**config.mk**
```make
export PLATFORM = sky130hd
export DESIGN_NAME = i2c_target_regs
export DESIGN_NICKNAME = d
export VERILOG_FILES = /design/src/rtl/i2c_target_regs.sv
export SDC_FILE = /design/constraint.sdc
export NUM_CORES = 1
export LEC_CHECK = 0
export ABC_AREA = 1
export BUFFER_PORTS_ARGS = -buffer_cell sky130_fd_sc_hd__buf_2
export CAP_MARGIN = 20
export CORE_AREA = 5 5 82 84
export DETAILED_ROUTE_END_ITERATION = 7
export DIE_AREA = 0 0 87 89
export HOLD_SLACK_MARGIN = 0.15
export PLACE_DENSITY = 0.83
export SYNTH_ARGS = -nofsm -noshare
export SYNTH_HDL_FRONTEND = slang
export SYNTH_SLANG_ARGS = --single-unit
```
**constraint.sdc**
```tcl
create_clock -name clk_i -period 2.6 [get_ports clk_i]
set_input_delay 0.13 -clock clk_i [delete_from_list [all_inputs] [get_ports clk_i]]
set_output_delay 0.13 -clock clk_i [all_outputs]
set_load 0.02 [all_outputs]
```
**src/rtl/i2c_target_regs.sv**
```systemverilog
// I2C target exposing 2**PTR_W 16-bit registers: pointer byte, then 16-bit MSB-first words.
// Optional build macro I2C_TGT_AUTOINC_EN: pointer auto-increments after each completed word.
module i2c_target_regs #(
    parameter logic [6:0]  ADDRESS    = 7'h48,
    parameter int unsigned PTR_W      = 2,
    parameter int unsigned FILTER_LEN = 3,
    parameter int unsigned HOLD_CYC   = 4
) (
    input  logic             clk_i,
    input  logic             rst_ni,
    input  logic             scl_i,
    input  logic             sda_i,
    output logic             sda_oe_o,
    output logic [PTR_W-1:0] ptr_o,
    input  logic [15:0]      rdata_i,
    output logic [15:0]      wdata_o,
    output logic             wr_stb_o,
    output logic             busy_o
);
    localparam int unsigned FCW = $clog2(FILTER_LEN + 1);
    localparam int unsigned HCW = $clog2(HOLD_CYC + 1);

    typedef enum logic [2:0] {
        StIdle, StAddr, StPtr, StWrMsb, StWrLsb, StRdMsb, StRdLsb, StIgnore
    } state_e;

    logic [1:0]     scl_sync_q, sda_sync_q;
    logic [FCW-1:0] scl_cnt_q, sda_cnt_q;
    logic           scl_f_q, sda_f_q, scl_p_q, sda_p_q;

    // A level change is accepted only after FILTER_LEN consecutive differing samples.
    always_ff @(posedge clk_i or negedge rst_ni) begin
        if (!rst_ni) begin
            scl_sync_q <= 2'b11;
            sda_sync_q <= 2'b11;
            scl_cnt_q  <= '0;
            sda_cnt_q  <= '0;
            scl_f_q    <= 1'b1;
            sda_f_q    <= 1'b1;
            scl_p_q    <= 1'b1;
            sda_p_q    <= 1'b1;
        end else begin
            scl_sync_q <= {scl_sync_q[0], scl_i};
            sda_sync_q <= {sda_sync_q[0], sda_i};
            scl_p_q    <= scl_f_q;
            sda_p_q    <= sda_f_q;
            if (scl_sync_q[1] == scl_f_q) begin
                scl_cnt_q <= '0;
            end else if (scl_cnt_q == FCW'(FILTER_LEN - 1)) begin
                scl_f_q   <= scl_sync_q[1];
                scl_cnt_q <= '0;
            end else begin
                scl_cnt_q <= scl_cnt_q + FCW'(1);
            end
            if (sda_sync_q[1] == sda_f_q) begin
                sda_cnt_q <= '0;
            end else if (sda_cnt_q == FCW'(FILTER_LEN - 1)) begin
                sda_f_q   <= sda_sync_q[1];
                sda_cnt_q <= '0;
            end else begin
                sda_cnt_q <= sda_cnt_q + FCW'(1);
            end
        end
    end

    logic scl_rise, scl_fall, start_det, stop_det;
    assign scl_rise  = scl_f_q & ~scl_p_q;
    assign scl_fall  = ~scl_f_q & scl_p_q;
    assign start_det = ~sda_f_q & sda_p_q & scl_f_q;
    assign stop_det  = sda_f_q & ~sda_p_q & scl_f_q;

    state_e           state_q, state_d, pend_q, pend_d;
    logic [3:0]       bit_cnt_q, bit_cnt_d;
    logic [6:0]       shreg_q, shreg_d;
    logic [7:0]       msb_q, msb_d, byte_in;
    logic [15:0]      snap_q, snap_d, wdata_q, wdata_d;
    logic [PTR_W-1:0] ptr_q, ptr_d;
    logic [HCW-1:0]   hold_q, hold_d;
    logic             ack_q, ack_d, wr_stb_q, wr_stb_d, busy_q, busy_d;
    logic             oe_q, oe_d, reload_q, reload_d, drive;

    assign byte_in = {shreg_q, sda_f_q};

    // bit_cnt: 0..7 data bits, 8 = ACK slot, 9 = ACK slot sampled, cleared on the next SCL fall.
    always_comb begin
        drive = 1'b0;
        if (bit_cnt_q == 4'd8) begin
            drive = ack_q;
        end else if (bit_cnt_q < 4'd8 && (state_q == StRdMsb || state_q == StRdLsb)) begin
            drive = ~snap_q[{state_q == StRdMsb, ~bit_cnt_q[2:0]}];
        end
    end

    always_comb begin
        state_d   = state_q;
        pend_d    = pend_q;
        bit_cnt_d = bit_cnt_q;
        shreg_d   = shreg_q;
        msb_d     = msb_q;
        snap_d    = snap_q;
        wdata_d   = wdata_q;
        ptr_d     = ptr_q;
        hold_d    = hold_q;
        ack_d     = ack_q;
        wr_stb_d  = 1'b0;
        busy_d    = busy_q;
        oe_d      = oe_q;
        reload_d  = 1'b0;

        if (reload_q) snap_d = rdata_i;
`ifdef I2C_TGT_AUTOINC_EN
        if (wr_stb_q) ptr_d = ptr_q + PTR_W'(1);
`endif
        if (hold_q != '0) begin
            hold_d = hold_q - HCW'(1);
            if (hold_q == HCW'(1)) oe_d = drive;
        end

        if (scl_fall) begin
            hold_d = HCW'(HOLD_CYC);
            if (bit_cnt_q == 4'd9) begin
                bit_cnt_d = 4'd0;
                ack_d     = 1'b0;
            end
        end

        if (scl_rise) begin
            if (bit_cnt_q < 4'd8) begin
                shreg_d   = byte_in[6:0];
                bit_cnt_d = bit_cnt_q + 4'd1;
                if (bit_cnt_q == 4'd7) begin
                    ack_d = 1'b0;
                    case (state_q)
                        StAddr: begin
                            if (byte_in[7:1] == ADDRESS) begin
                                ack_d  = 1'b1;
                                busy_d = 1'b1;
                                if (byte_in[0]) begin
                                    snap_d = rdata_i;
                                    pend_d = StRdMsb;
                                end else begin
                                    pend_d = StPtr;
                                end
                            end else begin
                                pend_d = StIgnore;
                            end
                        end
                        StPtr: begin
                            if ((byte_in >> PTR_W) == 8'd0) begin
                                ack_d  = 1'b1;
                                ptr_d  = byte_in[PTR_W-1:0];
                                pend_d = StWrMsb;
                            end else begin
                                pend_d = StIgnore;
                            end
                        end
                        StWrMsb: begin
                            ack_d  = 1'b1;
                            msb_d  = byte_in;
                            pend_d = StWrLsb;
                        end
                        StWrLsb: begin
                            ack_d    = 1'b1;
                            wdata_d  = {msb_q, byte_in};
                            wr_stb_d = 1'b1;
`ifdef I2C_TGT_AUTOINC_EN
                            pend_d   = StWrMsb;
`else
                            pend_d   = StIgnore;
`endif
                        end
                        default: ;
                    endcase
                end
            end else if (bit_cnt_q == 4'd8) begin
                bit_cnt_d = 4'd9;
                case (state_q)
                    StRdMsb: state_d = sda_f_q ? StIgnore : StRdLsb;
                    StRdLsb: begin
                        if (sda_f_q) begin
                            state_d = StIgnore;
                        end else begin
                            state_d = StRdMsb;
`ifdef I2C_TGT_AUTOINC_EN
                            ptr_d    = ptr_q + PTR_W'(1);
                            reload_d = 1'b1;
`else
                            snap_d   = rdata_i;
`endif
                        end
                    end
                    StAddr, StPtr, StWrMsb, StWrLsb: state_d = pend_q;
                    default: ;
                endcase
            end
        end

        if (start_det) begin
            state_d   = StAddr;
            bit_cnt_d = 4'd0;
            ack_d     = 1'b0;
        end
        if (stop_det) begin
            state_d   = StIdle;
            bit_cnt_d = 4'd0;
            ack_d     = 1'b0;
            busy_d    = 1'b0;
            oe_d      = 1'b0;
            hold_d    = '0;
        end
    end

    always_ff @(posedge clk_i or negedge rst_ni) begin
        if (!rst_ni) begin
            state_q   <= StIdle;
            pend_q    <= StIdle;
            bit_cnt_q <= 4'd0;
            shreg_q   <= '0;
            msb_q     <= '0;
            snap_q    <= '0;
            wdata_q   <= '0;
            ptr_q     <= '0;
            hold_q    <= '0;
            ack_q     <= 1'b0;
            wr_stb_q  <= 1'b0;
            busy_q    <= 1'b0;
            oe_q      <= 1'b0;
            reload_q  <= 1'b0;
        end else begin
            state_q   <= state_d;
            pend_q    <= pend_d;
            bit_cnt_q <= bit_cnt_d;
            shreg_q   <= shreg_d;
            msb_q     <= msb_d;
            snap_q    <= snap_d;
            wdata_q   <= wdata_d;
            ptr_q     <= ptr_d;
            hold_q    <= hold_d;
            ack_q     <= ack_d;
            wr_stb_q  <= wr_stb_d;
            busy_q    <= busy_d;
            oe_q      <= oe_d;
            reload_q  <= reload_d;
        end
    end

    assign sda_oe_o = oe_q;
    assign ptr_o    = ptr_q;
    assign wdata_o  = wdata_q;
    assign wr_stb_o = wr_stb_q;
    assign busy_o   = busy_q;

endmodule

```
==> impl_metrics.tcl, run 1 <==
set metrics [dict create \
    r2r_end "snap_q[13]" \
    leakage_nw 2.201 \
    die-area_um2 7743 \
    nets 499 \
    clkLatencyLatePin_ps 360 \
    synth.top_cells.by_count "nand2_1, dfrtp_1, nand3_1" \
    vdd_ir_drop_max_mv 0.5100 \
    grt_pass1_wl_um 13340 \
    synthToLayoutAreaGrowth_pct 18.79 \
    rrSetupSlack_ps 480 \
    hp-start "sda_sync_q[0]" \
    ys_types 32 \
    drc 0 \
    final.setup.tns_ps 0 \
    core-area_um2 5851 \
    hpwl_um 4977 \
    syn_area_um2 3556 \
    finalWorstSetupSlack_ps 483.0 \
    cp-end-kind "flop" \
    synth.yosys.seq_area_share 0.5517 \
    drt-initial-drc-count 223 \
    wl_per_cell_um 13.73 \
    fmax_mhz 472.4 \
    via_per_inst 5.336 \
    cts_tree "yes" \
    syn_area_per_cell_um2 8.673 \
    worstPathArrival_ps 2400 \
    synthTopCellsByArea "dfrtp_1, nand2_1, dfstp_2" \
    root_buffer "clkbuf_8" \
    synthCells 410 \
    status "completed" \
    worst_pin_slew_ps 944.5 \
    clock_skew_ps 10.74 \
    min_path_cells 0 \
    critPathLaunchType "flop" \
    drive_gt1_frac 0.1883 \
    criticalPathCategory "flop to flop" \
    grt.total_usage 0.2227 \
    placed_cell_area_um2 3812 \
    synth_seq_cells 78 \
    hp-class "flop to flop" \
    maxCapViolations 0 \
    io_buffers 40 \
    fin_area_um2 4224 \
    first_pass_iters 6 \
    grt_overflow_total 0 \
    diodes 0 \
    final.min_clock_period_ps 2117 \
    slew_headroom 0.3703 \
    finalWeightedCongestion 0.8899 \
    total_power_w 0.003548 \
    die_h_um 89 \
    synth_top_area_cell "dfrtp_1" \
    finalSetupViolCount 0 \
    grt_start_max_net_pins 79 \
    cts_buffers 9 \
    ctsResizeCount 0 \
    hold_viol 0 \
    grt_pass1_vias 2996 \
    io_pins 41 \
    yosysWarnings 0 \
    holdPathEnd "sda_sync_q[1]" \
    via_count 2951 \
    wirelength_um 7590 \
    required_ps 2890 \
    slew_violations 0 \
    antenna_left 0 \
    initial_core_util 0.6078 \
    ys.flop_type "dfrtp_1" \
    power-per-cell-area_nw_per_um2 839.9 \
    synth_edf_count 0 \
    clock_sinks 78 \
    rr_startpoint "bit_cnt_q[0]" \
    cts_max_level 3 \
    rows 28 \
    clockBufferDepth 2 \
    async_flop_share 1.000 \
    cts_setup_buffers 0 \
    antenna_found_initial 0 \
    reg2reg_depth 9 \
    min_period_over_period 0.8142 \
    die_w_um 87 \
    synth_most_common_cell "nand2_1" \
    path_clk_slew_ps 80 \
    dpl_worst_slack_ps 552.2 \
    rsz0062_at_grt "no" \
    synth_top_area_share 0.4926 \
    synth_fp_nets 436 \
    whs_ps 358.4 \
    worst-path-max-fanout 17 \
]
cell families (layout without fill, tap and decap cells):
group / Yosys count / count (layout) / share of synthesized area
and+or+nand+nor: 220 / 220 / 0.2759
buffers and inverters: 53 / 121 / 0.06087
adders and majority gates: 6 / 6 / 0.02111
xor gates and xnor gates: 2 / 2 / 0.004927
DFF: 78 / 78 / 0.5517
AOI/OAI and AO/OA: 51 / 51 / 0.08551
worst max-delay path: stages (launching register included):
cell	delay, ps
dfrtp_1	600
clkinv_1	170
ha_1	240
nand2_1	110
nor2_1	70
nor2_1	200
inv_2	190
nand2_2	280
nand2_1	100
nand2_1	80
through the flow:
step,util,cells
floorplan,-,410
global placement,0.6516,518
detailed placement,0.6516,518
CTS,0.7220,553
global route,0.7220,553
finish,0.7220,553
worst max path at each step:
stage / cells past startpoint / endpoint / start
2_1_floorplan: 9 / snap_q[10] / bit_cnt_q[0]
3_3_place_gp: 9 / snap_q[11] / bit_cnt_q[1]
3_5_place_dp: 9 / snap_q[3] / bit_cnt_q[0]
4_1_cts: 9 / snap_q[3] / bit_cnt_q[0]
5_1_grt: 9 / snap_q[1] / bit_cnt_q[0]
6_report: 9 / snap_q[13] / bit_cnt_q[0]
layer usage:
| layer | vias to the layer above | GRT usage | routed length, µm |
|---|---|---|---|
| met5 | - | 0 | 0 |
| met4 | 0 | 0.1091 | 173 |
| met3 | 17 | 0.04885 | 436 |
| met2 | 94 | 0.3803 | 3884 |
| met1 | 1397 | 0.2680 | 3096 |
| li1 | 1443 | - | - |
state kept, by name, indices dropped and copies added, names as in the netlist, 3 cells and up:
register,count
bit_cnt_q,4
hold_q,3
msb_q,8
pend_q,3
shreg_q,7
snap_q,16
state_q,3
wdata_o,16
area by class of cell:
cell class                 instances  area, µm²
sequential                        78       1962
inverter                          45      168.9
fill                             423       1627
clock buffer                      10      127.6
tap                               75      93.84
clock inverter                     6      93.84
multi-input combinational        279       1378
timing repair buffer              60      400.4
cells in the final DEF (no fill, tap or decap), drive strengths merged:
| master | synthesis | routed |
|---|---|---|
| a21oi | 7 | 7 |
| a221oi | 1 | 1 |
| a31oi | 4 | 4 |
| a32oi | 1 | 1 |
| buf | 4 | 41 |
| bufinv | 0 | 2 |
| clkbuf | 4 | 10 |
| clkinv | 1 | 2 |
| clkinvlp | 0 | 1 |
| dfrtp | 70 | 70 |
| dfstp | 8 | 8 |
| dlygate4sd3 | 0 | 19 |
| ha | 6 | 6 |
| inv | 44 | 46 |
| nand2 | 140 | 140 |
| nand3 | 41 | 41 |
| nand3b | 1 | 1 |
| nand4 | 3 | 3 |
| nor2 | 26 | 26 |
| nor3 | 9 | 9 |
| o211ai | 1 | 1 |
| o21ai | 35 | 35 |
| o22ai | 1 | 1 |
| o31ai | 1 | 1 |
| xnor2 | 2 | 2 |
where the power goes:
part / total (W) / switching (W) / internal [W]
Combinational: 0.000973 / 0.000664 / 0.000309
Sequential: 0.00156 / 0.000165 / 0.00140
Clock: 0.00101 / 0.000461 / 0.000549
what timing repair did:
action | CTS | global route
hold endpoints to repair | 88 | 0
setup endpoints to repair | 0 | 0
hold buffers | 19 | 0
Note: power is estimated with default switching activity, not from simulation.
==> inputs of run 2 (changes only) <==
- ABC_AREA: 1 -> 0
- CORE_AREA: 5 5 82 84 -> 5 5 86 88
- DIE_AREA: 0 0 87 89 -> 0 0 91 93
- PLACE_DENSITY: 0.83 -> 0.78
- clock period: 2.6 -> 2.1 ns (I/O delays scaled with it)
==> impl_metrics.tcl, run 2 <==
set metrics [dict create \
    grt_start_max_net_pins 48 \
    leakage_nw 2.141 \
    first_pass_iters 4 \
    syn_area_per_cell_um2 13.04 \
    vdd_ir_drop_max_mv 0.5830 \
    grt_overflow_total 0 \
    clkLatencyLatePin_ps 360 \
    die_h_um 93 \
    cts_max_level 3 \
    yosysWarnings 0 \
    synth_top_area_share 0.4764 \
    die-area_um2 8463 \
    criticalPathCategory "flop to flop" \
    initial_core_util 0.5598 \
    io_buffers 40 \
    ys_types 58 \
    ys.flop_type "dfrtp_1" \
    slew_headroom 0.5651 \
    grt_pass1_vias 2558 \
    drt-initial-drc-count 222 \
    rsz0062_at_grt "no" \
    status "completed" \
    synth_edf_count 0 \
    required_ps 2330 \
    async_flop_share 1.000 \
    synthTopCellsByArea "dfrtp_1, mux2_2, dfstp_2" \
    nets 381 \
    worst-path-max-fanout 16 \
    synth_top_area_cell "dfrtp_1" \
    via_count 2492 \
    final.setup.tns_ps 0 \
    fmax_mhz 525.5 \
    core-area_um2 6569 \
    hold_viol 0 \
    wirelength_um 7417 \
    antenna_found_initial 0 \
    worstPathArrival_ps 2140 \
    hp-class "input pin to async pin" \
    cts_tree "yes" \
    path_clk_slew_ps 80 \
    antenna_left 0 \
    via_per_inst 5.664 \
    cts_buffers 9 \
    finalSetupViolCount 0 \
    fin_area_um2 4425 \
    finalWeightedCongestion 0.9140 \
    synth.yosys.seq_area_share 0.5335 \
    wl_per_cell_um 16.86 \
    final.min_clock_period_ps 1903 \
    cp-end-kind "flop" \
    rows 30 \
    power-per-cell-area_nw_per_um2 960.2 \
    root_buffer "clkbuf_8" \
    synthCells 282 \
    io_pins 41 \
    grt.total_usage 0.1856 \
    synthToLayoutAreaGrowth_pct 20.35 \
    hpwl_um 5092 \
    drive_gt1_frac 0.4000 \
    reg2reg_depth 5 \
    syn_area_um2 3677 \
    placed_cell_area_um2 4044 \
    die_w_um 91 \
    layout_commonest_cell "dfrtp_1" \
    maxCapViolations 0 \
    synth.top_cells.by_count "dfrtp_1, mux2_2, nor2_1" \
    slew_violations 0 \
    synth_seq_cells 78 \
    synth_fp_nets 308 \
    clock_skew_ps 16.37 \
    synth_most_common_cell "dfrtp_1" \
    min_period_over_period 0.9062 \
    finalWorstSetupSlack_ps 196.9 \
    clock_sinks 78 \
    worst_pin_slew_ps 649.9 \
    clockBufferDepth 2 \
    whs_ps 230.7 \
    diodes 0 \
    drc 0 \
    critPathLaunchType "flop" \
    dpl_worst_slack_ps 224.7 \
    grt_pass1_wl_um 12560 \
    layout_common_cells "dfrtp_1, mux2_2, buf_2" \
]
[run 2: changes by cell type after synthesis, moves of 6 or more]
cell / delta
nand2_1: -126
mux2_2: +42
nand3_1: -35
inv_1: -28
o21ai_0: -16
mux2_4: +10
nor2_1: -9
o21ai_2: -8
nand2b_1: +6
nor2b_1: +6
[run 2: cells by family after synthesis]
family                     Yosys count  synth area share
adders and majority gates            6           0.02041
buffers and inverters               24           0.03335
xor gates and xnor gates             5           0.01191
DFF                                 78            0.5335
AOI/OAI and AO/OA                   48           0.09732
muxes                               56            0.1939
and+or+nand+nor                     65            0.1096
[run 2: through the flow]
stage | utilization | total power (W) | instances
floorplan | - | 0.002788 | 282
global placement | 0.6156 | 0.003144 | 405
detailed placement | 0.6156 | 0.003194 | 405
CTS | 0.6737 | 0.004278 | 440
global route | 0.6737 | 0.004496 | 440
finish | 0.6737 | 0.004249 | 440
[run 2: path summary, 6_finish.rpt]
path / endpoint / slack, ps / start
max in group asynchronous: sda_sync_q[0] / 1230 / rst_ni
worst max-delay path: snap_q[2] / 200 / scl_f_q
worst min register to register: sda_sync_q[1] / 360 / sda_sync_q[0]
min in group clk_i: sda_sync_q[1] / 360 / sda_sync_q[0]
worst max register to register: snap_q[2] / 200 / scl_f_q
worst min-delay path: snap_q[8] / 230 / rst_ni
[run 2: cell type report]
| class | count | area [µm²] |
|---|---|---|
| multi-input combinational | 180 | 1593 |
| inverter | 11 | 41.29 |
| tap | 80 | 100.1 |
| clock buffer | 9 | 123.9 |
| timing repair buffer | 75 | 538.0 |
| clock inverter | 7 | 67.56 |
| fill | 465 | 2143 |
| sequential | 78 | 1962 |
[run 2: report_power, final]
group          total [W]  leakage (nW)  internal (W)  switching, W
combinational    0.00120          1.01      0.000583      0.000614
clock            0.00105        0.0932      0.000452      0.000595
sequential       0.00200          1.04       0.00174      0.000264
[run 2: timing repair]
item	4_1_cts	5_1_grt
hold buffers	19	0
hold endpoints to repair	95	0
setup buffers	0	0
resized for setup	0	0
[run 2: critical path: stages (launching register included)]
cell       delay [ps]
dfstp_2           640
nor2b_1           210
and3_1            240
a2bb2oi_4         170
buf_12            180
mux2_2            340
[run 2: layer usage]
| metal | global-route usage | part of all wire | up-vias |
|---|---|---|---|
| met5 | 0 | 0 | - |
| met4 | 0.07090 | 0.012 | 0 |
| met3 | 0.04103 | 0.051 | 11 |
| met2 | 0.2957 | 0.50 | 66 |
| met1 | 0.2492 | 0.44 | 1240 |
| li1 | - | - | 1175 |
==> inputs of run 3 (changes only) <==
--- a/config.mk
+++ b/config.mk
@@ -7,10 +7,10 @@
 export LEC_CHECK = 0
-export ABC_AREA = 0
+export ABC_AREA = 1
 export BUFFER_PORTS_ARGS = -buffer_cell sky130_fd_sc_hd__buf_2
 export CAP_MARGIN = 20
-export CORE_AREA = 5 5 86 88
+export CORE_AREA = 5 5 73 101
 export DETAILED_ROUTE_END_ITERATION = 7
-export DIE_AREA = 0 0 91 93
+export DIE_AREA = 0 0 78 106
 export HOLD_SLACK_MARGIN = 0.15
-export PLACE_DENSITY = 0.78
+export PLACE_DENSITY = 0.77
 export SYNTH_ARGS = -nofsm -noshare
--- a/constraint.sdc
+++ b/constraint.sdc
@@ -3,2 +3,2 @@
 set_output_delay 0.105 -clock clk_i [all_outputs]
-set_load 0.02 [all_outputs]
+set_load 0.01 [all_outputs]
==> impl_metrics.tcl, run 3 (synthesis gave the netlist of run 1 again) <==
set metrics [dict create \
    core-area_um2 6437 \
    final.fill_count 545 \
    rows 35 \
    grt_pass1_vias 2858 \
    maxCapViolations 0 \
    worst_pin_slew_ps 911.0 \
    power-per-cell-area_nw_per_um2 992.9 \
    hpwl_um 4945 \
    grt_pass1_wl_um 12610 \
    cts_buffers 9 \
    grt_start_max_net_pins 78 \
    layoutNonFillerInstCount 557 \
    required_ps 2340 \
    nets 504 \
    fmax_mhz 536.2 \
    layout_common_cells "nand2_1, dfrtp_1, nand3_1" \
    layout_commonest_cell "nand2_1" \
    die_w_um 78 \
    final.setup.tns_ps 0 \
    slew_violations 0 \
    status "completed" \
    grt.total_usage 0.1883 \
    clock_sinks 78 \
    clkLatencyLatePin_ps 350 \
    crit_path_max_incr_delay_ps 580 \
    cts_max_level 3 \
    root_buffer "clkbuf_8" \
    slew_headroom 0.3927 \
    hold_viol 0 \
    wirelength_um 7104 \
    vdd_ir_drop_max_mv 0.5199 \
    place_inst 522 \
    p_seq_frac 0.461 \
    drive_gt1_frac 0.1988 \
    initial_core_util 0.5524 \
    whs_ps 357.2 \
    clock_skew_ps 8.538 \
    finalWeightedCongestion 0.9176 \
    combPwrFrac 0.283 \
    critPathLaunchType "flop" \
    clockBufferDepth 2 \
    antenna_found_initial 0 \
    path_buf_inv 1 \
    switchingPower_w 0.001524 \
    die_h_um 106 \
    diodes 0 \
    wl_per_cell_um 12.75 \
    path_clk_slew_ps 80 \
    cts_tree "yes" \
    rsz0062_at_grt "no" \
    critPathTopFamily "simple AND/OR/NAND/NOR gates" \
    min_period_over_period 0.8881 \
    cp-end-kind "flop" \
    drc 0 \
    crit_chain "inv_2 > nor2_4 > nand2_4 > nor3_4 > nand4_4 > nand2_1 > o21ai_2" \
    final.min_clock_period_ps 1865 \
    antenna_left 0 \
    synthToLayoutAreaGrowth_pct 18.93 \
    first_pass_iters 4 \
    crit_slowest_cell "dfstp_2" \
    netSwitchingFraction 0.3629 \
    io_buffers 40 \
    pwr-share-clk 0.256 \
    die-area_um2 8268 \
    io_pins 41 \
    criticalPathCategory "flop to flop" \
    leakage_nw 2.214 \
    hp-class "flop to flop" \
    worst-path-max-fanout 16 \
    total_power_w 0.004199 \
    drt-initial-drc-count 151 \
    grt_overflow_total 0 \
    internal_power_w 0.002675 \
    worstPathArrival_ps 2100 \
    via_count 2850 \
    via_per_inst 5.117 \
    finalSetupViolCount 0 \
]
==> run 3: changes by cell type in the layout (fill, tap and decap cells not counted), moves of 10 or more <==
cell | before | now
mux2_2 | 42 | 0
nand2_1 | 8 | 134
inv_1 | 11 | 39
nand3_1 | 5 | 40
mux2_4 | 10 | 0
o21ai_0 | 9 | 25
==> run 3: through the flow <==
stage                     setup slack (ps)    util  cell area [µm²]
after floorplan                      466.1       -             3556
after global placement               276.5  0.5979             3849
after detailed placement             209.0  0.5979             3849
after CTS                            187.5  0.6568             4228
after global routing                 89.96  0.6569             4229
final                                235.0  0.6569             4229
==> run 3: area by class of cell <==
cell class	instances	area (µm²)	area share
clock buffers	10	127.6	0.03018
clock inverters	6	61.31	0.01450
inverters	45	168.9	0.03994
multi-input cells	279	1378	0.3257
flip-flops and latches	78	1963	0.4642
well taps	74	92.59	0.02189
repair buffers	65	437.9	0.1036
==> run 3: final timing paths <==
path,from,endpoint,slack (ps),depth (start not counted)
worst max-delay path,scl_f_q,msb_q[2],230,7
worst min-delay path,sda_sync_q[0],sda_sync_q[1],360,0
worst max register to register,scl_f_q,msb_q[2],230,7
worst min register to register,sda_sync_q[0],sda_sync_q[1],360,0
max in group asynchronous,rst_ni,sda_sync_q[0],980,3
min in group asynchronous,rst_ni,wr_stb_o,430,2
==> run 3: power groups by stage <==
stage	Clock (W)	Combinational (W)	Sequential (W)
after floorplan	0	0.000882	0.00189
after global placement	0	0.00113	0.00194
after detailed placement	0	0.00116	0.00196
after CTS	0.00111	0.00119	0.00193
after global routing	0.00118	0.00137	0.00196
final	0.00108	0.00119	0.00193
==> run 3: repair_timing <==
item / in CTS / in global routing
setup endpoints to repair: 0 / 4
endpoints found under the hold margin: 88 / 0
resized for setup: 0 / 1
hold buffers: 19 / 0
buffers inserted: 0 / 0
==> run 3: per-layer routing <==
layer  share of wire  vias to the layer above  global-route usage
met1            0.41                     1338              0.2138
met4           0.014                        0             0.05435
met2            0.53                       57              0.3399
li1                -                     1446                   -
met3           0.043                        9             0.05254
met5               0                        -                   0
